`config.mk`:
```
export PLATFORM = sky130hd
export DESIGN_NAME = zsdram_port_arbiter_flat
export DESIGN_NICKNAME = d
export VERILOG_FILES = /design/src/rtl/zsdram_port_arbiter_if.sv /design/src/rtl/zsdram_port_arbiter.sv /design/src/flat_wrapper.sv
export SDC_FILE = /design/constraint.sdc
export NUM_CORES = 1
export LEC_CHECK = 0
export CAP_MARGIN = 5
export CORE_MARGIN = 2
export CORE_UTILIZATION = 37
export CTS_CLUSTER_DIAMETER = 50
export DETAILED_ROUTE_END_ITERATION = 8
export PLACE_DENSITY = 0.82
export SYNTH_ARGS = -nofsm -noshare
export SYNTH_HDL_FRONTEND = slang
export SYNTH_SLANG_ARGS = --single-unit
```
`constraint.sdc`:
```
create_clock -name clk -period 2.2 [get_ports clk]
set_input_delay 0.44 -clock clk [delete_from_list [all_inputs] [get_ports clk]]
set_output_delay 0.44 -clock clk [all_outputs]
set_load 0.1 [all_outputs]
```
`src/rtl/zsdram_port_arbiter_if.sv`:
```
// Bus bundle between the three SDRAM clients, the port arbiter and the
// SDRAM word-access controller.
// slave  : arbiter side (consumes client requests and controller status).
// master : environment side (clients plus controller).
interface zsdram_port_arbiter_if #(
   parameter int AW = 22,
   parameter int DW = 16
);
   logic [2:0]      ch_req;
   logic [2:0]      ch_wr;
   logic [3*AW-1:0] ch_addr;
   logic [3*DW-1:0] ch_wdata;
   logic [2:0]      ch_grant;
   logic [2:0]      ch_done;
   logic [DW-1:0]   ch_rdata;
   logic [1:0]      sdram_req;
   logic [1:0]      sdram_done;
   logic [AW-1:0]   sdram_addr;
   logic [DW-1:0]   sdram_wdata;
   logic [DW-1:0]   sdram_rdata;
   logic            arb_err;

   modport slave (
      input  ch_req, ch_wr, ch_addr, ch_wdata, sdram_done, sdram_rdata,
      output ch_grant, ch_done, ch_rdata, sdram_req, sdram_addr, sdram_wdata,
             arb_err
   );

   modport master (
      output ch_req, ch_wr, ch_addr, ch_wdata, sdram_done, sdram_rdata,
      input  ch_grant, ch_done, ch_rdata, sdram_req, sdram_addr, sdram_wdata,
             arb_err
   );
endinterface

```
`src/rtl/zsdram_port_arbiter.sv`:
```
// Round-robin arbiter for three SDRAM clients (ch0 capture writer,
// ch1 TFT reader, ch2 host reader) in front of the word-access controller.
// Optional busy watchdog: define ZSDRAM_ARB_TIMEOUT_EN.
//
// state | meaning
// IDLE  | no transaction; grant the next requester in round-robin order
// BUSY  | request held to controller until the matching done bit
// GAP   | one cycle to clear grant/done before the next arbitration
module zsdram_port_arbiter #(
   parameter int AW      = 22,
   parameter int DW      = 16,
   parameter int TIMEOUT = 2047
) (
   input logic               clk,
   input logic               rst_n,
   zsdram_port_arbiter_if.slave bus
);

   typedef enum logic [1:0] {IDLE, BUSY, GAP} state_t;

   state_t        state_q, state_d;
   logic [1:0]    rr_q, rr_d;
   logic [2:0]    grant_q, grant_d;
   logic [2:0]    done_q, done_d;
   logic [DW-1:0] rdata_q, rdata_d;
   logic [1:0]    req_q, req_d;
   logic [AW-1:0] addr_q, addr_d;
   logic [DW-1:0] wdata_q, wdata_d;
   logic [1:0]    c1, c2, win;
   logic          match;

`ifdef ZSDRAM_ARB_TIMEOUT_EN
   localparam logic [10:0] WD_LIMIT = 11'(TIMEOUT - 1);
   logic [10:0] wd_q, wd_d;
   logic        err_q, err_d;
`else
   logic unused_timeout;
   assign unused_timeout = ^11'(TIMEOUT);
`endif

   function automatic logic [1:0] nxt(input logic [1:0] p);
      return (p == 2'd2) ? 2'd0 : p + 2'd1;
   endfunction

   // Round-robin search order rr+1, rr+2, rr; direction-matched done detect.
   always_comb begin
      c1    = nxt(rr_q);
      c2    = nxt(c1);
      win   = rr_q;
      if (bus.ch_req[c1])
         win = c1;
      else if (bus.ch_req[c2])
         win = c2;
      match = req_q[1] ? bus.sdram_done[1] : bus.sdram_done[0];
   end

   // Next-state and next-output logic; every output is registered.
   always_comb begin
      state_d = state_q;
      rr_d    = rr_q;
      grant_d = grant_q;
      done_d  = done_q;
      rdata_d = rdata_q;
      req_d   = req_q;
      addr_d  = addr_q;
      wdata_d = wdata_q;
`ifdef ZSDRAM_ARB_TIMEOUT_EN
      wd_d    = wd_q;
      err_d   = err_q;
`endif
      case (state_q)
         IDLE: begin
            if (|bus.ch_req) begin
               grant_d = 3'b001 << win;
               req_d   = bus.ch_wr[win] ? 2'b10 : 2'b01;
               addr_d  = bus.ch_addr[win*AW +: AW];
               wdata_d = bus.ch_wdata[win*DW +: DW];
               rr_d    = win;
               state_d = BUSY;
`ifdef ZSDRAM_ARB_TIMEOUT_EN
               wd_d    = '0;
`endif
            end
         end
         BUSY: begin
`ifdef ZSDRAM_ARB_TIMEOUT_EN
            wd_d = wd_q + 11'd1;
`endif
            // Dropping the request here lands before the controller's idle
            // step, so it never sees the same request twice.
            if (match) begin
               req_d   = 2'b00;
               done_d  = grant_q;
               if (req_q[0])
                  rdata_d = bus.sdram_rdata;
               state_d = GAP;
            end
`ifdef ZSDRAM_ARB_TIMEOUT_EN
            else if (wd_q == WD_LIMIT) begin
               req_d   = 2'b00;
               done_d  = grant_q;
               rdata_d = '0;
               err_d   = 1'b1;
               state_d = GAP;
            end
`endif
         end
         GAP: begin
            done_d  = 3'b000;
            grant_d = 3'b000;
            state_d = IDLE;
         end
         default: state_d = IDLE;
      endcase
   end

   // State and output registers; rr starts at 2 so ch0 wins first.
   always_ff @(posedge clk or negedge rst_n) begin
      if (!rst_n) begin
         state_q <= IDLE;
         rr_q    <= 2'd2;
         grant_q <= '0;
         done_q  <= '0;
         rdata_q <= '0;
         req_q   <= '0;
         addr_q  <= '0;
         wdata_q <= '0;
      end else begin
         state_q <= state_d;
         rr_q    <= rr_d;
         grant_q <= grant_d;
         done_q  <= done_d;
         rdata_q <= rdata_d;
         req_q   <= req_d;
         addr_q  <= addr_d;
         wdata_q <= wdata_d;
      end
   end

`ifdef ZSDRAM_ARB_TIMEOUT_EN
   // Busy watchdog and sticky error flag.
   always_ff @(posedge clk or negedge rst_n) begin
      if (!rst_n) begin
         wd_q  <= '0;
         err_q <= 1'b0;
      end else begin
         wd_q  <= wd_d;
         err_q <= err_d;
      end
   end
   assign bus.arb_err = err_q;
`else
   assign bus.arb_err = 1'b0;
`endif

   assign bus.ch_grant    = grant_q;
   assign bus.ch_done     = done_q;
   assign bus.ch_rdata    = rdata_q;
   assign bus.sdram_req   = req_q;
   assign bus.sdram_addr  = addr_q;
   assign bus.sdram_wdata = wdata_q;

endmodule

```
`src/flat_wrapper.sv`:
```
// flat-port wrapper written by rule: the top's interface ports become plain ports
module zsdram_port_arbiter_flat 
#(
   parameter int AW      = 22,
   parameter int DW      = 16,
   parameter int TIMEOUT = 2047
)
  (clk, rst_n, bus_ch_req, bus_ch_wr, bus_ch_addr, bus_ch_wdata, bus_sdram_done, bus_sdram_rdata, bus_ch_grant, bus_ch_done, bus_ch_rdata, bus_sdram_req, bus_sdram_addr, bus_sdram_wdata, bus_arb_err);
  zsdram_port_arbiter_if #(.AW(AW), .DW(DW)) bus_i ();
  input logic clk;
  input logic rst_n;
  input wire logic [$bits(bus_i.ch_req)-1:0] bus_ch_req;
  input wire logic [$bits(bus_i.ch_wr)-1:0] bus_ch_wr;
  input wire logic [$bits(bus_i.ch_addr)-1:0] bus_ch_addr;
  input wire logic [$bits(bus_i.ch_wdata)-1:0] bus_ch_wdata;
  input wire logic [$bits(bus_i.sdram_done)-1:0] bus_sdram_done;
  input wire logic [$bits(bus_i.sdram_rdata)-1:0] bus_sdram_rdata;
  output wire logic [$bits(bus_i.ch_grant)-1:0] bus_ch_grant;
  output wire logic [$bits(bus_i.ch_done)-1:0] bus_ch_done;
  output wire logic [$bits(bus_i.ch_rdata)-1:0] bus_ch_rdata;
  output wire logic [$bits(bus_i.sdram_req)-1:0] bus_sdram_req;
  output wire logic [$bits(bus_i.sdram_addr)-1:0] bus_sdram_addr;
  output wire logic [$bits(bus_i.sdram_wdata)-1:0] bus_sdram_wdata;
  output wire logic [$bits(bus_i.arb_err)-1:0] bus_arb_err;
  assign bus_i.ch_req = bus_ch_req;
  assign bus_i.ch_wr = bus_ch_wr;
  assign bus_i.ch_addr = bus_ch_addr;
  assign bus_i.ch_wdata = bus_ch_wdata;
  assign bus_i.sdram_done = bus_sdram_done;
  assign bus_i.sdram_rdata = bus_sdram_rdata;
  assign bus_ch_grant = bus_i.ch_grant;
  assign bus_ch_done = bus_i.ch_done;
  assign bus_ch_rdata = bus_i.ch_rdata;
  assign bus_sdram_req = bus_i.sdram_req;
  assign bus_sdram_addr = bus_i.sdram_addr;
  assign bus_sdram_wdata = bus_i.sdram_wdata;
  assign bus_arb_err = bus_i.arb_err;
  zsdram_port_arbiter #(.AW(AW), .DW(DW), .TIMEOUT(TIMEOUT)) u_core (.clk(clk), .rst_n(rst_n), .bus(bus_i));
endmodule
```
**Yosys cells after proc, flatten, opt, wreduce, memory -nomap -nowiden**

Index checks and enable logic that the tools add are counted.

- Magnitude comparators: 3
- $mul: 1
- Eq/ne operators: 6
- Add/subtract/negate cells: 2
- Shift operators: 3
- Reduce and logical (&&, ||, !) cells: 11
- Multiplexer cells: 22

Operators by type and width:

| cell | number |
|---|---|
| 66-bit by 8-bit variable part select with 22-bit output | 1 |
| 48-bit by 7-bit variable part select with 16-bit output | 1 |
| 2-bit 2-to-1 mux | 9 |
| 3-bit one-hot mux with 2 select lines | 2 |
| 2-bit by 3-bit < comparator with 1-bit output (second input constant) | 3 |
| 2-bit one-hot mux with 2 select lines | 2 |
| 2-bit AND reduction | 4 |
| 1-bit binary-select mux with 2-bit select | 3 |
| 2-bit equality test (second input constant) | 3 |
| 2-bit by 4-bit multiplier with 6-bit output (second input constant) | 1 |
| 3-bit 2-to-1 mux | 2 |
| 3-bit AND reduction | 2 |
| 2-bit nonzero test | 3 |
| 2-bit by 1-bit adder with 2-bit output (second input constant) | 2 |
| 1-bit 2-to-1 mux | 4 |
| 2-bit by 1-bit != test with 1-bit output (second input constant) | 2 |
| 3-bit OR reduction | 1 |
| 1-bit by 2-bit << shifter with 3-bit output (first input constant) | 1 |
| 2-bit by 1-bit equality test with 1-bit output (second input constant) | 1 |
| 2-bit zero test | 1 |

- Register bits: 66
- Input port bits: 140
- Output and inout bits: 63

**Longest topological paths before layout**

- Word-level depth: 13
- Mapped depth: 7

**Worst setup path before layout**

Ideal clock, no wire load.

- Path kind: flip-flop to flip-flop
- Start point: register u_core.req_q[1] (netlist: u_core.bus.sdram_req[1])
- End point: register u_core.rdata_q[0] (netlist: u_core.bus.ch_rdata[0])
- Setup time: 0.126 ns
- Path buffers: 2
- Stages on the path, launching flop included: 7
- Arrival time: 2.193 ns
- Required time: 2.074 ns
- Slack: -0.119 ns
- Clock period less this slack: 2.319 ns
- Cell sequence: dfrtp_1 -> mux2_2 -> nor2b_1 -> buf_4 -> nand2_4 -> buf_6 -> mux2_2

- Cells in the longest elaborated chain, start to end: 2

Ends and longest elaborated chain:

| what | RTL line | RTL |
|---|---|---|
| start: declaration | zsdram_port_arbiter.sv:26 | `logic [1:0] req_q, req_d;` |
| start signal: assignment | zsdram_port_arbiter.sv:134 | `req_q <= req_d;` |
| 1-bit 2-to-1 mux | zsdram_port_arbiter.sv:54 | `match = req_q[1] ? bus.sdram_done[1] : bus.sdram_done[0];` |
| 3-bit AND reduction (no source line) | -- |  |
| end signal: assignment | zsdram_port_arbiter.sv:133 | `rdata_q <= rdata_d;` |
| end: declaration | zsdram_port_arbiter.sv:25 | `logic [DW-1:0] rdata_q, rdata_d;` |

Every way passes these cells.
A chain may end at the register's enable or synchronous reset.

**Worst setup path in the final report**

- Start point: input port bus_ch_req[0]
- End point: register u_core.wdata_q[5] (netlist: u_core.bus.sdram_wdata[5])

- Cells in the longest elaborated chain, start to end: 5

Ends and longest elaborated chain:

| what | RTL line | RTL |
|---|---|---|
| start: declaration | flat_wrapper.sv:12 | `input wire logic [$bits(bus_i.ch_req)-1:0] bus_ch_req;` |
| 1-bit binary-select mux with 2-bit select | zsdram_port_arbiter.sv:52 | `else if (bus.ch_req[c2])` |
| 1-bit 2-to-1 mux (not written as such) | zsdram_port_arbiter.sv:52 |  |
| 2-bit 2-to-1 mux | zsdram_port_arbiter.sv:52 |  |
| 2-bit 2-to-1 mux | zsdram_port_arbiter.sv:50 | `if (bus.ch_req[c1])` |
| 48-bit by 7-bit variable part select with 16-bit output | zsdram_port_arbiter.sv:77 | `wdata_d = bus.ch_wdata[win*DW +: DW];` |
| end signal: assignment | zsdram_port_arbiter.sv:136 | `wdata_q <= wdata_d;` |
| end: declaration | zsdram_port_arbiter.sv:28 | `logic [DW-1:0] wdata_q, wdata_d;` |

Parallel ways exist; a longest one is shown, timed or not. The select of a mux whose other input is x is not followed.

==> run summary <==
STATUS
--------------------------------------------------------------------------------------------------------
Result of the run                                                                           complete, no violations

WORST SETUP PATH
--------------------------------------------------------------------------------------------------------
Crit path launch type                                                                          input pin
Largest incremental delay on the critical path                                                   0.57 ns
Highest net fanout along the worst path                                                               13
Worst reg2reg path startpoint                                                               u_core.rr_q[1]
Worst Setup SP                                                                              bus_ch_req[0]
Worst-path cell chain                                                                       clkdlybuf4s50_1, or3b_4, o2bb2ai_4, buf_4, a21oi_1, o22ai_1
Data arrival time at the worst-slack endpoint                                                    2.14 ns
Master of the slowest instance on the critical path                                         clkdlybuf4s50_1
Classification of the worst setup path                                                         in -> reg
Crit end category                                                                               register
Worst endpoint required time                                                                     2.46 ns

GLOBAL ROUTE
--------------------------------------------------------------------------------------------------------
Antenna violations before repair                                                                       0
Maximum number of pins on one net before global-route repair                                          45
Vias in the first global route                                                                      3419
Global-route wire length before repair                                                          16.39 mm
Residual overflow from global routing                                                                  0
Total Routing Usage GR                                                                            21.28%

ROUTING
--------------------------------------------------------------------------------------------------------
Post-route DRC                                                                                         0
Detailed Route Iter0 Violations                                                                      133
Post-detailed-route wirelength per cell                                                         16.16 um
Post-detailed-route count of antenna-violating nets                                                    0
Routed Wire Length                                                                              10.23 mm
Total iterations of the first detailed-routing run                                                     4
Routed via count divided by cell count                                                             5.169
Total via count after detailed routing                                                              3272

DIE
--------------------------------------------------------------------------------------------------------
Row count                                                                                             34
Area inside the core boundary                                                               0.008636 sq mm
Die Footprint                                                                               0.009547 sq mm
Die X                                                                                           97.71 um
Initial cell density of the core                                                                  37.63%
Y dimension of the die                                                                          97.71 um
I/O Pins                                                                                             203

STA
--------------------------------------------------------------------------------------------------------
Crit share post-route                                                                             85.65%
Maximum clock frequency                                                                        530.7 MHz
Max-slew violation count                                                                               0
Period minus WS final                                                                           1.884 ns
Layout Skew                                                                                   0.01190 ns
Unrepaired setup endpoints after global routing                                                       no
Hold Vio Cnt, Final                                                                                    0
Final TNS setup                                                                                     0 ns
Worst setup margin                                                                             0.3157 ns
Finish-stage setup viols                                                                               0

PLACED DESIGN
--------------------------------------------------------------------------------------------------------
Worst Setup Slack post-DPL                                                                   -0.04141 ns
Placed cell area                                                                            0.005283 sq mm
Routability congestion estimate                                                                   0.7624
Count of buffers from port buffering                                                                 201
Total half-perimeter wirelength after legalization and detailed placement                       7.697 mm

YOSYS
--------------------------------------------------------------------------------------------------------
Synth Warn #                                                                                           0
Share of the yosys chip area belonging to registers                                               50.87%
Count of unique library cells instantiated by Yosys                                                   34
Synthesized area                                                                            0.003249 sq mm
FF+latch count, synth                                                                                 66
Number of instances in the synthesized netlist                                                       318
Net count after synthesis                                                                            458
Avg Cell Area, Syn                                                                           10.22 sq um

CLOCK TREE
--------------------------------------------------------------------------------------------------------
Max Buffers Root-to-Sink                                                                               2
CTS Buf Count                                                                                          9
Number of sinks on the clock net                                                                      66
Count of H-tree levels built during CTS                                                                3
Post-CTS clock slew at the launch and capture registers of the worst setup and hold paths        0.08 ns
CTS tree                                                                                            done
Clock root buffer                                                                               clkbuf_8
Worst-Skew Late Latency                                                                          0.35 ns

CELLS AND AREA
--------------------------------------------------------------------------------------------------------
# nets final                                                                                         660
Layout-stage area growth over the synthesis result                                                71.04%
Reg area                                                                                    0.001654 sq mm
Antenna diodes                                                                                         0
Number of fillers in the final layout                                                                714
Area of all placed cells without fillers                                                    0.005558 sq mm
Multi-input gate area                                                                       0.001425 sq mm
Share of final-layout standard cells stronger than drive strength 1                               22.48%

RUN
--------------------------------------------------------------------------------------------------------
Maximum capacitance violations                                                                         0

MIN PATH
--------------------------------------------------------------------------------------------------------
Worst min-delay path category                                                                in -> async

-- registers in the layout, summed over array words and instances, names as in the netlist --
signal and count:
u_core.state_q 2, u_core.rr_q 2, u_core.bus.sdram_addr 22, u_core.bus.ch_rdata 16, u_core.bus.ch_done 3, u_core.bus.sdram_req 2, u_core.bus.ch_grant 3, u_core.bus.sdram_wdata 16
-- critical path, delay by kind of cell --
| kind | cells | cell delay (ns) |
|---|---|---|
| AO/OA/AOI/OAI | 3 | 0.43 |
| AND/OR/NAND/NOR | 1 | 0.47 |
| buffers and inverters | 2 | 0.80 |
-- cells in the mapped netlist, drive strengths merged --
library cell   n  area share [%]
o32a           1            0.31
nor2b          3            0.58
o22ai         18             3.5
o2bb2ai        1            0.85
o221ai         1            0.27
o21ai          9             1.4
nor4b          1            0.27
nand3          7             1.1
nand2b         4            0.77
conb           1            0.12
mux2          17             5.9
nor3           2            0.81
a211o          1            0.27
and3b          1            0.27
a22oi         21             4.9
a22o           1            0.27
or3b           1            0.35
buf           20             4.5
clkbuf         6            0.69
or3            1            0.19
nor2          42             4.9
nand3b         1            0.23
or4            1            0.23
dfstp          1            0.81
nand2         12             1.6
dfrtp         65              50
a21oi         59             9.1
mux2i         19             5.9
inv            1            0.12
-- kinds of logic after synthesis --
family	count (synthesis)	synth area share, %
other	1	0.1154
DFF	66	50.87
and+or+nand+nor	76	11.24
muxes	36	11.74
buffers and inverters	27	5.275
AOI/OAI and AO/OA	112	20.75
-- layout by cell type, fill, tap and decap left out, types with 8 or more instances in the layout --
cell,instances
mux2i_1,19
mux2_2,17
a21oi_1,59
buf_12,8
clkdlybuf4s50_1,138
dfrtp_1,64
a22oi_1,21
nand2_1,11
o22ai_1,18
buf_4,69
nor2_1,42
clkbuf_8,9
-- what timing repair did --
action                                  4_1_cts  5_1_grt
hold endpoints to repair                      4        0
buffers inserted                              0        0
hold buffers                                  1        0
endpoints found under the setup margin        0        0
gates resized for setup                       0        0
-- worst paths after layout --
check                                                 end  slack [ns]  depth (start not counted)
worst max-delay path            u_core.bus.sdram_wdata[5]        0.32                          6
worst max register to register  u_core.bus.sdram_wdata[5]        0.42                          5
max in group asynchronous                  u_core.rr_q[1]        1.13                          3
worst min-delay path             u_core.bus.sdram_addr[3]        0.45                          2
worst min register to register    u_core.bus.ch_rdata[15]        0.51                          1
min in group clk                  u_core.bus.ch_rdata[15]        0.51                          1
-- metrics by stage --
| step | hold slack, ns | instances | utilization (%) |
|---|---|---|---|
| floorplan | 0.1444 | 318 | - |
| global placement | 0.2808 | 616 | 61.17 |
| detailed placement | 0.2766 | 616 | 61.17 |
| CTS | 0.4413 | 633 | 64.36 |
| global route | 0.4499 | 633 | 64.36 |
| finish | 0.4511 | 633 | 64.36 |
-- layer usage --
metal  global-route usage, %  wire (um)  part of all wire (%)  vias to the layer above
li1                        -          -                     -                     1551
met1                   24.40       3947                    39                     1535
met2                   37.56       5192                    51                      162
met3                   6.187        841                   8.2                       24
met4                   8.120        250                   2.4                        0
met5                       0          0                     0                        -
-- area by class of cell --
| cell class | count | area share [%] |
|---|---|---|
| multi-input cells | 225 | 25.64 |
| inverters | 1 | 0.06754 |
| flip-flops and latches | 66 | 29.76 |
| clock buffers | 9 | 2.229 |
| clock inverters | 7 | 2.544 |
| well taps | 108 | 2.431 |
| repair buffers | 217 | 37.33 |
Power is left out: the tool's default activity adds up to more than one toggle a clock period on the data nets, which glitch-free logic cannot reach.
